==> src/rtl/regfile_write_arbiter_pkg.sv <==
// Shared constants and grant-source encoding for the register-file write arbiter.
package regfile_write_arbiter_pkg;

  localparam int unsigned DEF_DATA_WIDTH   = 32;
  localparam int unsigned DEF_REG_SEL_BITS = 5;
  localparam int unsigned DEF_FIFO_DEPTH   = 2;
  localparam int unsigned DEF_STARVE_LIMIT = 4;

  typedef enum logic [1:0] {
    GRANT_NONE = 2'd0,
    GRANT_A    = 2'd1,
    GRANT_B    = 2'd2
  } grant_src_e;

  // Bits needed to hold any value in 0..max_val inclusive.
  function automatic int unsigned cnt_width(input int unsigned max_val);
    return $clog2(max_val + 1);
  endfunction

endpackage

==> src/rtl/regfile_write_arbiter_wb_fifo.sv <==
// Requester-B writeback queue: in-order storage with per-entry reg/valid export for hazard checks.
module wb_fifo
  import regfile_write_arbiter_pkg::*;
#(
  parameter int unsigned DATA_WIDTH   = DEF_DATA_WIDTH,
  parameter int unsigned REG_SEL_BITS = DEF_REG_SEL_BITS,
  parameter int unsigned DEPTH        = DEF_FIFO_DEPTH
) (
  input  logic                            clk,
  input  logic                            rst_n,
  input  logic                            push,
  input  logic [REG_SEL_BITS-1:0]         push_reg,
  input  logic [DATA_WIDTH-1:0]           push_data,
  input  logic                            pop,
  output logic [REG_SEL_BITS-1:0]         head_reg,
  output logic [DATA_WIDTH-1:0]           head_data,
  output logic                            full,
  output logic                            empty,
  output logic [cnt_width(DEPTH)-1:0]     count,
  output logic [DEPTH*REG_SEL_BITS-1:0]   entry_reg,
  output logic [DEPTH-1:0]                entry_valid
);

  localparam int unsigned PW = $clog2(DEPTH);
  localparam int unsigned CW = cnt_width(DEPTH);

  logic [REG_SEL_BITS-1:0] reg_q  [DEPTH];
  logic [DATA_WIDTH-1:0]   data_q [DEPTH];
  logic [DEPTH-1:0]        valid_q, valid_nxt;
  logic [PW-1:0]           wr_ptr_q, rd_ptr_q;
  logic [CW-1:0]           count_q, count_nxt;
  logic                    full_q, empty_q;

  // Occupancy and per-slot valid bits after this cycle's push/pop.
  always_comb begin
    valid_nxt = valid_q;
    count_nxt = CW'(count_q + CW'(push) - CW'(pop));
    if (pop) begin
      valid_nxt[rd_ptr_q] = 1'b0;
    end
    if (push) begin
      valid_nxt[wr_ptr_q] = 1'b1;
    end
  end

  always_ff @(posedge clk or negedge rst_n) begin
    if (!rst_n) begin
      for (int i = 0; i < int'(DEPTH); i++) begin
        reg_q[i]  <= '0;
        data_q[i] <= '0;
      end
      valid_q  <= '0;
      wr_ptr_q <= '0;
      rd_ptr_q <= '0;
      count_q  <= '0;
      full_q   <= 1'b0;
      empty_q  <= 1'b1;
    end else begin
      if (push) begin
        reg_q[wr_ptr_q]  <= push_reg;
        data_q[wr_ptr_q] <= push_data;
        wr_ptr_q         <= wr_ptr_q + PW'(1);
      end
      if (pop) begin
        rd_ptr_q <= rd_ptr_q + PW'(1);
      end
      valid_q <= valid_nxt;
      count_q <= count_nxt;
      full_q  <= (count_nxt == CW'(DEPTH));
      empty_q <= (count_nxt == '0);
    end
  end

  assign head_reg    = reg_q[rd_ptr_q];
  assign head_data   = data_q[rd_ptr_q];
  assign full        = full_q;
  assign empty       = empty_q;
  assign count       = count_q;
  assign entry_valid = valid_q;

  always_comb begin
    entry_reg = '0;
    for (int i = 0; i < int'(DEPTH); i++) begin
      entry_reg[i*REG_SEL_BITS +: REG_SEL_BITS] = reg_q[i];
    end
  end

endmodule

==> src/rtl/regfile_write_arbiter.sv <==
// Arbitrates the pipeline writeback (A) and a queued long-latency unit (B) onto one
// register-file write port, with starvation relief for B and a decode read-hazard stall.
module regfile_write_arbiter
  import regfile_write_arbiter_pkg::*;
#(
  parameter int unsigned DATA_WIDTH   = DEF_DATA_WIDTH,
  parameter int unsigned REG_SEL_BITS = DEF_REG_SEL_BITS,
  parameter int unsigned FIFO_DEPTH   = DEF_FIFO_DEPTH,
  parameter int unsigned STARVE_LIMIT = DEF_STARVE_LIMIT
) (
  input  logic                    clk,
  input  logic                    rst_n,
  input  logic                    a_valid,
  output logic                    a_ready,
  input  logic [REG_SEL_BITS-1:0] a_reg,
  input  logic [DATA_WIDTH-1:0]   a_data,
  input  logic                    b_valid,
  output logic                    b_ready,
  input  logic [REG_SEL_BITS-1:0] b_reg,
  input  logic [DATA_WIDTH-1:0]   b_data,
  output logic                    write,
  output logic [REG_SEL_BITS-1:0] write_reg,
  output logic [DATA_WIDTH-1:0]   write_data,
  input  logic [REG_SEL_BITS-1:0] rs1,
  input  logic [REG_SEL_BITS-1:0] rs2,
  output logic                    stall
);

  localparam int unsigned CW = cnt_width(FIFO_DEPTH);
  localparam int unsigned SW = cnt_width(STARVE_LIMIT);

  logic                               fifo_full, fifo_empty;
  logic [CW-1:0]                      fifo_count, count_nxt;
  logic [REG_SEL_BITS-1:0]            head_reg;
  logic [DATA_WIDTH-1:0]              head_data;
  logic [FIFO_DEPTH*REG_SEL_BITS-1:0] entry_reg;
  logic [FIFO_DEPTH-1:0]              entry_valid;

  logic       a_fire, b_enq, b_deq;
  grant_src_e grant;
  logic [SW-1:0] starve_q, starve_nxt;
  logic          a_ready_q, a_ready_nxt;

  assign a_ready = a_ready_q;
  assign b_ready = !fifo_full;
  assign a_fire  = a_valid && a_ready_q;
  assign b_enq   = b_valid && !fifo_full;
  assign b_deq   = (grant == GRANT_B);

  // A wins whenever it transfers; B takes every otherwise-idle slot.
  always_comb begin
    grant = GRANT_NONE;
    if (a_fire) begin
      grant = GRANT_A;
    end else if (!fifo_empty) begin
      grant = GRANT_B;
    end
  end

  // a_ready is kept as a flop holding the next cycle's "no forced B grant".
  always_comb begin
    starve_nxt = starve_q;
    count_nxt  = CW'(fifo_count + CW'(b_enq) - CW'(b_deq));
    if (b_deq || fifo_empty) begin
      starve_nxt = '0;
    end else if (starve_q != SW'(STARVE_LIMIT)) begin
      starve_nxt = starve_q + SW'(1);
    end
    a_ready_nxt = !((starve_nxt == SW'(STARVE_LIMIT)) && (count_nxt != '0));
  end

  always_ff @(posedge clk or negedge rst_n) begin
    if (!rst_n) begin
      starve_q  <= '0;
      a_ready_q <= 1'b1;
    end else begin
      starve_q  <= starve_nxt;
      a_ready_q <= a_ready_nxt;
    end
  end

  // Register-file write port; an x0 grant updates reg/data but never asserts write.
  always_ff @(posedge clk or negedge rst_n) begin
    if (!rst_n) begin
      write      <= 1'b0;
      write_reg  <= '0;
      write_data <= '0;
    end else begin
      unique case (grant)
        GRANT_A: begin
          write      <= (a_reg != '0);
          write_reg  <= a_reg;
          write_data <= a_data;
        end
        GRANT_B: begin
          write      <= (head_reg != '0);
          write_reg  <= head_reg;
          write_data <= head_data;
        end
        default: begin
          write <= 1'b0;
        end
      endcase
    end
  end

  function automatic logic src_hit(input logic [REG_SEL_BITS-1:0] rs,
                                   input logic [REG_SEL_BITS-1:0] wr);
    return (rs != '0) && (rs == wr);
  endfunction

  // Hazard: a decode source names a register still queued in B or on the write port.
  always_comb begin
    stall = write && (src_hit(rs1, write_reg) || src_hit(rs2, write_reg));
    for (int i = 0; i < int'(FIFO_DEPTH); i++) begin
      if (entry_valid[i] &&
          (src_hit(rs1, entry_reg[i*REG_SEL_BITS +: REG_SEL_BITS]) ||
           src_hit(rs2, entry_reg[i*REG_SEL_BITS +: REG_SEL_BITS]))) begin
        stall = 1'b1;
      end
    end
  end

  wb_fifo #(
    .DATA_WIDTH   (DATA_WIDTH),
    .REG_SEL_BITS (REG_SEL_BITS),
    .DEPTH        (FIFO_DEPTH)
  ) u_wb_fifo (
    .clk         (clk),
    .rst_n       (rst_n),
    .push        (b_enq),
    .push_reg    (b_reg),
    .push_data   (b_data),
    .pop         (b_deq),
    .head_reg    (head_reg),
    .head_data   (head_data),
    .full        (fifo_full),
    .empty       (fifo_empty),
    .count       (fifo_count),
    .entry_reg   (entry_reg),
    .entry_valid (entry_valid)
  );

endmodule

==> config.mk <==
export PLATFORM = sky130hd
export DESIGN_NAME = regfile_write_arbiter
export DESIGN_NICKNAME = d
export VERILOG_FILES = /design/src/rtl/regfile_write_arbiter_pkg.sv /design/src/rtl/regfile_write_arbiter_wb_fifo.sv /design/src/rtl/regfile_write_arbiter.sv
export SDC_FILE = /design/constraint.sdc
export NUM_CORES = 1
export LEC_CHECK = 0
export ABC_AREA = 1
export BUFFER_PORTS_ARGS = -buffer_cell sky130_fd_sc_hd__buf_2
export CORE_ASPECT_RATIO = 0.75
export CORE_MARGIN = 8
export CORE_UTILIZATION = 48
export CTS_BUF_LIST = sky130_fd_sc_hd__clkbuf_4 sky130_fd_sc_hd__clkbuf_8
export DETAILED_ROUTE_END_ITERATION = 10
export PLACE_DENSITY = 0.79
export SKIP_CTS_REPAIR_TIMING = 1
export SLEW_MARGIN = 30
export SYNTH_ARGS = -nofsm -noshare
export SYNTH_HDL_FRONTEND = slang
export SYNTH_SLANG_ARGS = --single-unit
==> constraint.sdc <==
create_clock -name clk -period 2.3 [get_ports clk]
set_input_delay 0.115 -clock clk [delete_from_list [all_inputs] [get_ports clk]]
set_output_delay 0.115 -clock clk [all_outputs]
set_load 0.02 [all_outputs]
-- Word level (Yosys, flattened, before mapping)
Cells that the tools add are included.
- register bits after elaboration: 124
- $add $sub $neg: 5
- magnitude comparators: 7
- equal/unequal tests: 11
- muxes and demuxes: 27
- bitwise logic cells: 5
- reduce and logical (&&, ||, !) cells: 28
- operators with widths (cell ; number):
    $mux 32 ; 4
    $bwmux 64 ; 1
    $pmux 32 s2 ; 1
    $demux 32 s1 ; 1
    $eq 5x5->1 ; 6
    $mux 5 ; 4
    $reduce_bool 5->1 ; 4
    $logic_and 1x1->1 ; 15
    $bwmux 10 ; 1
    $pmux 5 s2 ; 1
    $mux 2 ; 4
    $mux 3 ; 2
    $demux 5 s1 ; 1
    $eq 2x2->1 const B ; 2
    $ge 2x2->1 const B ; 2
    $logic_or 1x1->1 ; 4
    $lt 1x2->1 const B ; 2
    $mux 1 ; 4
    $not 1->2 ; 2
    $reduce_bool 2->1 ; 2
    $add 3x1->3 const B ; 1
    $eq 3x3->1 const B ; 1
    $ne 3x3->1 const B ; 1
    $add 1x1->1 const B ; 2
    other kinds (12) ; 15

-- Logic depth before layout (Yosys ltp)
Gate-level depths: netlist of the first run.
- word-level depth: 9
- mapped depth: 10

-- Hierarchy
Synthesis of the first run repeated with hierarchy kept, for this count alone.
- cell total of the unflattened synthesis: 765
- area, all modules: 6069.6 µm²
- by module, submodules not included (module ; instances ; cells an instance ; area each (µm²) ; seq. area each (µm²)):
    wb_fifo ; 1 ; 435 ; 3592.2 ; 2053.2
    regfile_write_arbiter ; 1 ; 330 ; 2477.4 ; 1052.3

-- Least setup slack after synthesis of the first run
OpenSTA, ideal clock, no wires.
- kind: reg2reg
- start point: register a_ready_q (netlist: a_ready)
- end point: register a_ready_q (netlist: a_ready)
- arrival time: 1.818 ns
- setup slack: 0.417 ns
- stages on the path, launching flop included: 11
- buffers on the path: 1
- period minus slack after synthesis: 1.883 ns
- cell sequence: dfstp_2 nand2_2 nand2_4 buf_6 inv_1 ha_1 inv_1 ha_1 xor2_1 nand2_1 nand4_1
- longest elaborated chain between the ends: 8
- elaborated cells on any way between the ends: 10
- classes of those cells: add/sub: 1; eq/ne: 2; mux: 2; reduce/logical: 5
- RTL lines (element ; RTL line ; RTL):
    start: declaration ; regfile_write_arbiter.sv:42 ; logic a_ready_q, a_ready_nxt;
    start signal: assignment ; regfile_write_arbiter.sv:78 ; a_ready_q <= a_ready_nxt;
    $logic_and 1x1->1 (*) ; regfile_write_arbiter.sv:46 ; assign a_fire = a_valid && a_ready_q;
    $mux 2 (*) ; regfile_write_arbiter.sv:53 ; if (a_fire) begin
    $eq 2x2->1 (*) ; regfile_write_arbiter.sv:48 ; assign b_deq = (grant == GRANT_B);
    branches (longest 3 deep; another with $sub 2x1->2) ; n/a ;
    $logic_and 1x1->1 (*) ; regfile_write_arbiter.sv:69 ; a_ready_nxt = !((starve_nxt == SW'(STARVE_LIMIT)) && (count_nxt != '0));
    $logic_not 1->1 (*) ; regfile_write_arbiter.sv:69 ;
    net a_ready_nxt ; regfile_write_arbiter.sv:42 ;
Mark *: on every way through the listed nets, which the timed path passes.
A chain may end at the register's enable or synchronous reset.

-- Final worst setup path of the first run
- start point: register u_wb_fifo.empty_q (netlist: u_wb_fifo.empty)
- end point: register a_ready_q (netlist: a_ready)
- longest elaborated chain between the ends: 8
- elaborated cells on any way between the ends: 10
- classes of those cells: add/sub: 1; eq/ne: 2; mux: 3; reduce/logical: 4
- RTL lines (element ; RTL line ; RTL):
    start: declaration ; regfile_write_arbiter_wb_fifo.sv:32 ; logic full_q, empty_q;
    start signal: assignment ; regfile_write_arbiter_wb_fifo.sv:70 ; empty_q <= (count_nxt == '0);
    branches (longest 6 deep; another with $sub 2x1->2) ; n/a ;
    $logic_and 1x1->1 (*) ; regfile_write_arbiter.sv:69 ;
    $logic_not 1->1 (*) ; regfile_write_arbiter.sv:69 ;
    net a_ready_nxt ; regfile_write_arbiter.sv:42 ;
Marked as above.

==> results of run 1 <==
power breakdown:
part | total [W] | internal [W] | switching (W)
Combinational | 0.00331 | 0.00123 | 0.00208
Clock | 0.00166 | 0.000877 | 0.000780
Sequential | 0.00389 | 0.00320 | 0.000688
cell type report:
| type | instances | share of cell area (%) |
|---|---|---|
| sequential | 124 | 42.48 |
| multi-input combinational | 459 | 30.72 |
| timing repair buffer | 177 | 15.78 |
| clock buffer | 25 | 4.364 |
| inverter | 71 | 3.645 |
| tap | 166 | 2.841 |
| clock inverter | 2 | 0.1711 |
kinds of logic (layout without fill, tap and decap cells):
logic type | count (synthesis) | in the layout
AOI/OAI and AO/OA | 140 | 140
xor gates and xnor gates | 26 | 26
adders and majority gates | 4 | 4
buffers and inverters | 105 | 275
DFF | 124 | 124
and+or+nand+nor | 289 | 289
per-layer routing:
metal	up-vias	wire, um	global-route usage, %
met5	-	0	0
met1	2374	6974	26.55
met2	171	6809	28.03
met3	25	1106	5.045
li1	2511	-	-
met4	0	232	6.010
critical path, delay by kind of cell (launching register included):
| kind | cells | cell delay (ps) |
|---|---|---|
| simple gates | 3 | 370 |
| buf+inv | 3 | 210 |
| flops | 1 | 580 |
| fa+ha+maj | 2 | 470 |
| xor+xnor | 1 | 220 |
cells in the mapped netlist, types with 6 or more instances:
| cell | number |
|---|---|
| nand2_1 | 211 |
| dfrtp_1 | 122 |
| inv_1 | 68 |
| o21ai_0 | 64 |
| nor2_1 | 56 |
| o21ai_1 | 31 |
| a31oi_1 | 24 |
| xor2_1 | 14 |
| buf_2 | 13 |
| xnor2_1 | 12 |
| nand3_1 | 11 |
| buf_6 | 8 |
| o21ai_2 | 7 |
| a41oi_1 | 6 |
| clkbuf_1 | 6 |
placed cells by master (no fill, tap or decap), types with 14 or more instances in the layout:
cell type / netlist / layout
a31oi_1: 24 / 24
nor2_1: 56 / 56
nand2_1: 211 / 210
dfrtp_1: 122 / 122
buf_2: 13 / 127
xor2_1: 14 / 14
clkbuf_8: 0 / 21
inv_1: 68 / 68
o21ai_0: 64 / 64
o21ai_1: 31 / 31
dlygate4sd3_1: 0 / 42
per-stage QoR:
step                      hold WS [ps]  utilization (%)  std cells
after CTS                       -407.8            57.01        982
after floorplan                 -180.6                -        688
after global placement           50.16            54.26        955
after global routing             3.861            60.49       1024
final                           -2.870            60.49       1024
after detailed placement         52.04            54.26        955
worst paths after layout:
path,start,to,depth (start not counted)
max,u_wb_fifo.empty$_DFF_PN1_,a_ready$_DFF_PN1_,9
min,a_data[10],write_data[10]$_DFFE_PN0P_,3
max reg2reg,u_wb_fifo.empty$_DFF_PN1_,a_ready$_DFF_PN1_,9
min reg2reg,u_wb_fifo.data_q[42]$_DFFE_PN0P_,u_wb_fifo.data_q[42]$_DFFE_PN0P_,2
max in group asynchronous,rst_n,u_wb_fifo.data_q[3]$_DFFE_PN0P_,3
min in group asynchronous,rst_n,u_wb_fifo.data_q[54]$_DFFE_PN0P_,2
==> results by group, run 1 <==
Timing
  – Fin. Hold Viols: 2
  – Setup TNS: 0 ps
  – WHS: -2.870 ps
  – Slew @ Worst Pin: 935.9 ps
  – Clock period minus worst slack: 1921 ps
  – Final setup margin: 378.6 ps
  – Setup Skew: 7.946 ps
  – Tcrit/Tclk final: 83.54%
  – Pins Over Slew Limit: 0
  – Max_slew headroom: 37.46%
  – RSZ-0062 raised after global routing: no
  – Finish-stage setup viols: 0
  – Max Freq: 520.4 MHz

Global route
  – GRT Util Overall: 18.97%
  – Vias in the first global route: 4929
  – Global-route wire length before repair: 24160 um
  – Overflow after GRT: 0
  – Largest net degree at the start of global routing: 77
  – Initial antenna violation count: 0

Drt
  – ANT nets after route: 0
  – DR DRC count: 0
  – Routed WL per cell: 14.77 um
  – Vias: 5081
  – Initial DRC count: 445
  – Post-Route WL: 15120 um
  – Router iterations before antenna repair: 5
  – Vias per cell: 4.962

Floorplan
  – Die Y: 111.6 um
  – Die area: 16010 um^2
  – Initial core utilization: 48.39%
  – Chip width: 143.5 um
  – I/O Pins: 129
  – Area of the core: 12090 um^2
  – Rows: 35

Layout
  – Max reg flops: 64
  – Area Overhead vs Synth: 25.01%
  – Layout fillers: 1084
  – Layout cell share with drive strength beyond 1: 21.79%
  – Multi-input gate area: 2246 um^2
  – Net count, final: 942
  – ANT cells: 0
  – Register Area: 3105 um^2
  – Post-route cell area: 7311 um^2

Yosys
  – Mapped Cells: 688
  – Ys async rst share: 100.0%
  – Top_reg_cell synth: dfrtp_1
  – Synth Area in Adders: 0.8558%
  – Synth area leader: dfrtp_1
  – Flops & latches, synth: 124
  – Simple-Gate Fraction of Synth Area: 19.60%
  – Largest family of logic cells by synthesized area: simple AND/OR/NAND/NOR gates
  – Yosys warning total: 0
  – Synth Area in Compound Gates: 14.01%
  – Syn nets: 780
  – Cell variety after synth: 32
  – Post-Syn Area: 5848 um^2
  – Area share of the largest cell type after synthesis: 52.20%
  – Register area share after synthesis: 53.10%
  – Post-Synth XOR/XNOR Area: 3.894%
  – Post-Synthesis Mean Instance Area: 8.500 um^2
  – EDFF count, synth: 0
  – Ranking of synthesized cells by area: dfrtp_1 (52%), nand2_1 (14%), o21ai_0 (5.5%)
  – Multiplexer share of the synthesized area: 0%

Job
  – Number of max-cap violations: 0

Placement
  – Port-buffer cells: 128
  – Gp weighted congestion: 0.8756
  – Area post-placement: 6559 um^2
  – DP HPWL: 9857 um
  – Dpl ws: 430.1 ps

Worst setup path
  – Slowest cell delay on critical path: 580 ps
  – Critical path launch point type: flip-flop
  – Highest-delay cell along the critical path: dfstp_2
  – Crit path cell chain: inv_2 > nand2_4 > inv_1 > ha_1 > inv_1 > ha_1 > xor2_1 > nand2_1 > nand4_1
  – CP Max Fanout: 9
  – CP Data Arrival Time: 2280 ps
  – Crit end category: flip-flop
  – Kind of critical path: flip-flop to flip-flop
  – R2R setup slack: 380 ps
  – Worst Path Required: 2660 ps

Pwr
  – Total power: 0.008854 W
  – Max VDD drop: 0.5577 mV
  – Leakage power: 3.709 nW
  – Cell area power density: 1211 nW/um^2

CTS
  – Clk slew on worst S/H paths: 70 ps
  – CTS root buffer: clkbuf_8
  – CTS H-tree depth: 4
  – Clk_lat worst skew: 420 ps
  – Cts bufs inserted: 17
  – Num Clock Sinks: 124
  – CTS max path bufs: 2
  – TritonCTS clock tree: built

Worst hold path
  – Worst min path class: input port to flip-flop

Outcome
  – Violated checks: negative hold slack
  – Outcome: complete, but fails checks
Power figures use the tool's default switching activity.
==> run 2, diff against run 1 <==
--- a/config.mk
+++ b/config.mk
@@ -5,7 +5,7 @@
 export SDC_FILE = /design/constraint.sdc
 export NUM_CORES = 1
 export LEC_CHECK = 0
-export ABC_AREA = 1
+export ABC_AREA = 0
 export BUFFER_PORTS_ARGS = -buffer_cell sky130_fd_sc_hd__buf_2
 export CORE_ASPECT_RATIO = 0.75
 export CORE_MARGIN = 8
==> constraint.sdc (replaced) <==
create_clock -name clk -period 1.98 [get_ports clk]
set_input_delay 0.099 -clock clk [delete_from_list [all_inputs] [get_ports clk]]
set_output_delay 0.099 -clock clk [all_outputs]
set_load 0.02 [all_outputs]
==> results by group, run 2 <==
Drt
  – DR DRC count: 0
  – ANT nets after route: 0
  – Vias: 4640
  – Routed WL per cell: 17.55 um
  – Vias per cell: 5.267
  – Router iterations before antenna repair: 5
  – Post-Route WL: 15460 um
  – Initial DRC count: 189

Pwr
  – Max VDD drop: 0.9328 mV
  – Clock network fraction of design power: 19.6%
  – Leakage power: 3.671 nW
  – Comb power frac: 42.2%
  – Cell area power density: 1505 nW/um^2
  – Register share of total power: 38.2%
  – Total power: 0.01188 W
  – Sw Pwr: 0.004353 W
  – Int Pwr: 0.007523 W
  – Net Sw Frac: 36.66%

Worst setup path
  – Highest-delay cell along the critical path: dfstp_2
  – CP Data Arrival Time: 2540 ps
  – CP startpoint: a_ready$_DFF_PN1_
  – CP Max Fanout: 2
  – Launching point of the worst reg2reg path: a_ready$_DFF_PN1_
  – Kind of critical path: flip-flop to flip-flop
  – Most frequent CP cell: ha_4
  – Reg2reg end: a_ready$_DFF_PN1_
  – Crit end category: flip-flop
  – R2R setup slack: -230 ps
  – Worst Path Required: 2310 ps
  – Critical path launch point type: flip-flop
  – Crit path to: a_ready$_DFF_PN1_
  – Crit path cell chain: and2_4 > nor2_4 > ha_4 > inv_2 > ha_4 > xnor2_4 > xnor2_2 > nor2_2 > or4b_1
  – Slowest cell delay on critical path: 540 ps
  – R2R cell count: 9

CTS
  – Num Clock Sinks: 124
  – TritonCTS clock tree: built
  – CTS max path bufs: 2
  – Cts bufs inserted: 17
  – Clk slew on worst S/H paths: 70 ps
  – Clk_lat worst skew: 420 ps
  – CTS root buffer: clkbuf_8
  – CTS H-tree depth: 4

Yosys
  – Syn nets: 590
  – Register area share after synthesis: 54.07%
  – Ranking of synthesized cells by area: dfrtp_1 (53%), mux2_2 (15%), mux2i_1 (6.4%)
  – Flops & latches, synth: 124
  – Area share of the largest cell type after synthesis: 53.16%
  – Synth area leader: dfrtp_1
  – Synth top cells by count: dfrtp_1 (122), mux2_2 (75), nand2_1 (44)
  – Mapped Cells: 498
  – Top_reg_cell synth: dfrtp_1
  – Yosys warning total: 0
  – Post-Syn Area: 5743 um^2
  – Ys async rst share: 100.0%
  – Cell variety after synth: 34
  – Post-Synthesis Mean Instance Area: 11.53 um^2
  – Top-count cell post-synth: dfrtp_1
  – EDFF count, synth: 0

Floorplan
  – Initial core utilization: 49.45%
  – Area of the core: 11610 um^2
  – Die area: 15760 um^2
  – Rows: 34
  – Chip width: 142.3 um
  – I/O Pins: 129
  – Die Y: 110.7 um

Placement
  – Dpl ws: -287.1 ps
  – Gp weighted congestion: 0.8625
  – Port-buffer cells: 128
  – DP HPWL: 10200 um

Global route
  – Met3 Use GR: 7.229%
  – Largest net degree at the start of global routing: 73
  – Vias in the first global route: 4614
  – Overflow after GRT: 0
  – GR Layer Usage met1: 21.88%
  – GRT Util Overall: 17.95%
  – Initial antenna violation count: 0
  – GRT busiest layer: met2
  – Global-route wire length before repair: 22690 um
  – Grt met2 use: 28.62%

Timing
  – Clock period minus worst slack: 2210 ps
  – Setup Skew: 10.12 ps
  – Finish-stage setup viols: 1
  – Max_slew headroom: 55.72%
  – Tcrit/Tclk final: 111.6%
  – Final setup margin: -230.0 ps
  – Fin. Hold Viols: 0
  – Pins Over Slew Limit: 0
  – RSZ-0062 raised after global routing: yes
  – Slew @ Worst Pin: 664.2 ps
  – Max Freq: 452.5 MHz

Layout
  – Max reg flops: 64
  – Commonest cells after routing, fill and taps aside: buf_2 (127), dfrtp_1 (118), mux2_2 (75), dlygate4sd3_1 (75), nand2_1 (43)
  – Layout cell share with drive strength beyond 1: 38.11%
  – Final core occ: 67.95%
  – Area Overhead vs Synth: 37.41%
  – Commonest non-fill, non-tap cell in the layout: buf_2
  – Net count, final: 798
  – ANT cells: 0

Job
  – Number of max-cap violations: 0

Worst hold path
  – Worst min path class: input port to flip-flop

Outcome
  – Violated checks: negative setup slack
  – Outcome: complete, but fails checks
run 2: cell types whose count changed in the layout (fill, tap and decap cells not counted), moves of 31 or more:
cell           before  now
a21oi_1             2   33
mux2_2              0   75
inv_1              68    4
dlygate4sd3_1      42   75
mux2i_1             0   37
nand2_1           210   43
run 2: worst min-delay path by stage:
| stage | depth (start not counted) | endpoint | from | slack [ps] |
|---|---|---|---|---|
| 2_1_floorplan | 0 | starve_q[0]$_DFF_PN0_ | rst_n | -200 |
| 5_1_grt | 3 | write_reg[4]$_DFFE_PN0P_ | a_valid | 130 |
| 4_1_cts | 1 | u_wb_fifo.data_q[34]$_DFFE_PN0P_ | rst_n | -340 |
| 3_3_place_gp | 1 | write_data[12]$_DFFE_PN0P_ | rst_n | 120 |
| 3_5_place_dp | 1 | write_data[16]$_DFFE_PN0P_ | rst_n | 130 |
| 6_report | 3 | write_reg[4]$_DFFE_PN0P_ | a_valid | 130 |
run 2: kinds of logic (layout without fill, tap and decap cells):
family	Yosys count	after routing	synth area share (%)
AOI/OAI and AO/OA	81	81	7.625
muxes	112	112	21.15
xor gates and xnor gates	34	34	5.185
adders and majority gates	4	4	0.8715
and+or+nand+nor	108	108	8.345
DFF	124	124	54.07
buffers and inverters	35	256	2.745
run 2: layout make-up:
| class | instances | area, um^2 |
|---|---|---|
| fillers | 841 | 3722 |
| flip-flops and latches | 124 | 3110 |
| multi-input cells | 339 | 2581 |
| repair buffers | 218 | 1556 |
| clock buffers | 21 | 276.5 |
| well taps | 162 | 202.7 |
| clock inverters | 11 | 141.4 |
| inverters | 6 | 22.52 |
run 2: worst max-delay path, delay by kind of cell (launching register included):
family                     cells  cell delay, ps
and+or+nand+nor                4             780
DFF                            1             540
adders and majority gates      2             420
xor gates and xnor gates       2             350
buffers and inverters          1              40
run 2: power by group through the flow:
stage | clock network, W | logic [W] | registers (W)
after floorplan | 0 | 0.00305 | 0.00469
after global placement | 0 | 0.00449 | 0.00441
after detailed placement | 0 | 0.00468 | 0.00454
after CTS | 0.00237 | 0.00470 | 0.00449
after global routing | 0.00250 | 0.00547 | 0.00468
final | 0.00233 | 0.00501 | 0.00453
run 2: per-layer routing:
metal	wire [um]	up-vias
li1	-	2135
met1	6289	2275
met2	7650	193
met3	1247	37
met4	274	0
met5	0	-
run 2: stage by stage:
| stage | cell area [um^2] | hold WS [ps] | cells | setup TNS [ps] |
|---|---|---|---|---|
| final | 7891 | 129.9 | 881 | -230.0 |
| after global routing | 7891 | 133.4 | 881 | -426.2 |
| after CTS | 7047 | -338.8 | 806 | -324.1 |
| after detailed placement | 6629 | 126.3 | 774 | -287.1 |
| after global placement | 6629 | 117.7 | 774 | -115.5 |
| after floorplan | 5761 | -196.6 | 498 | -323.2 |
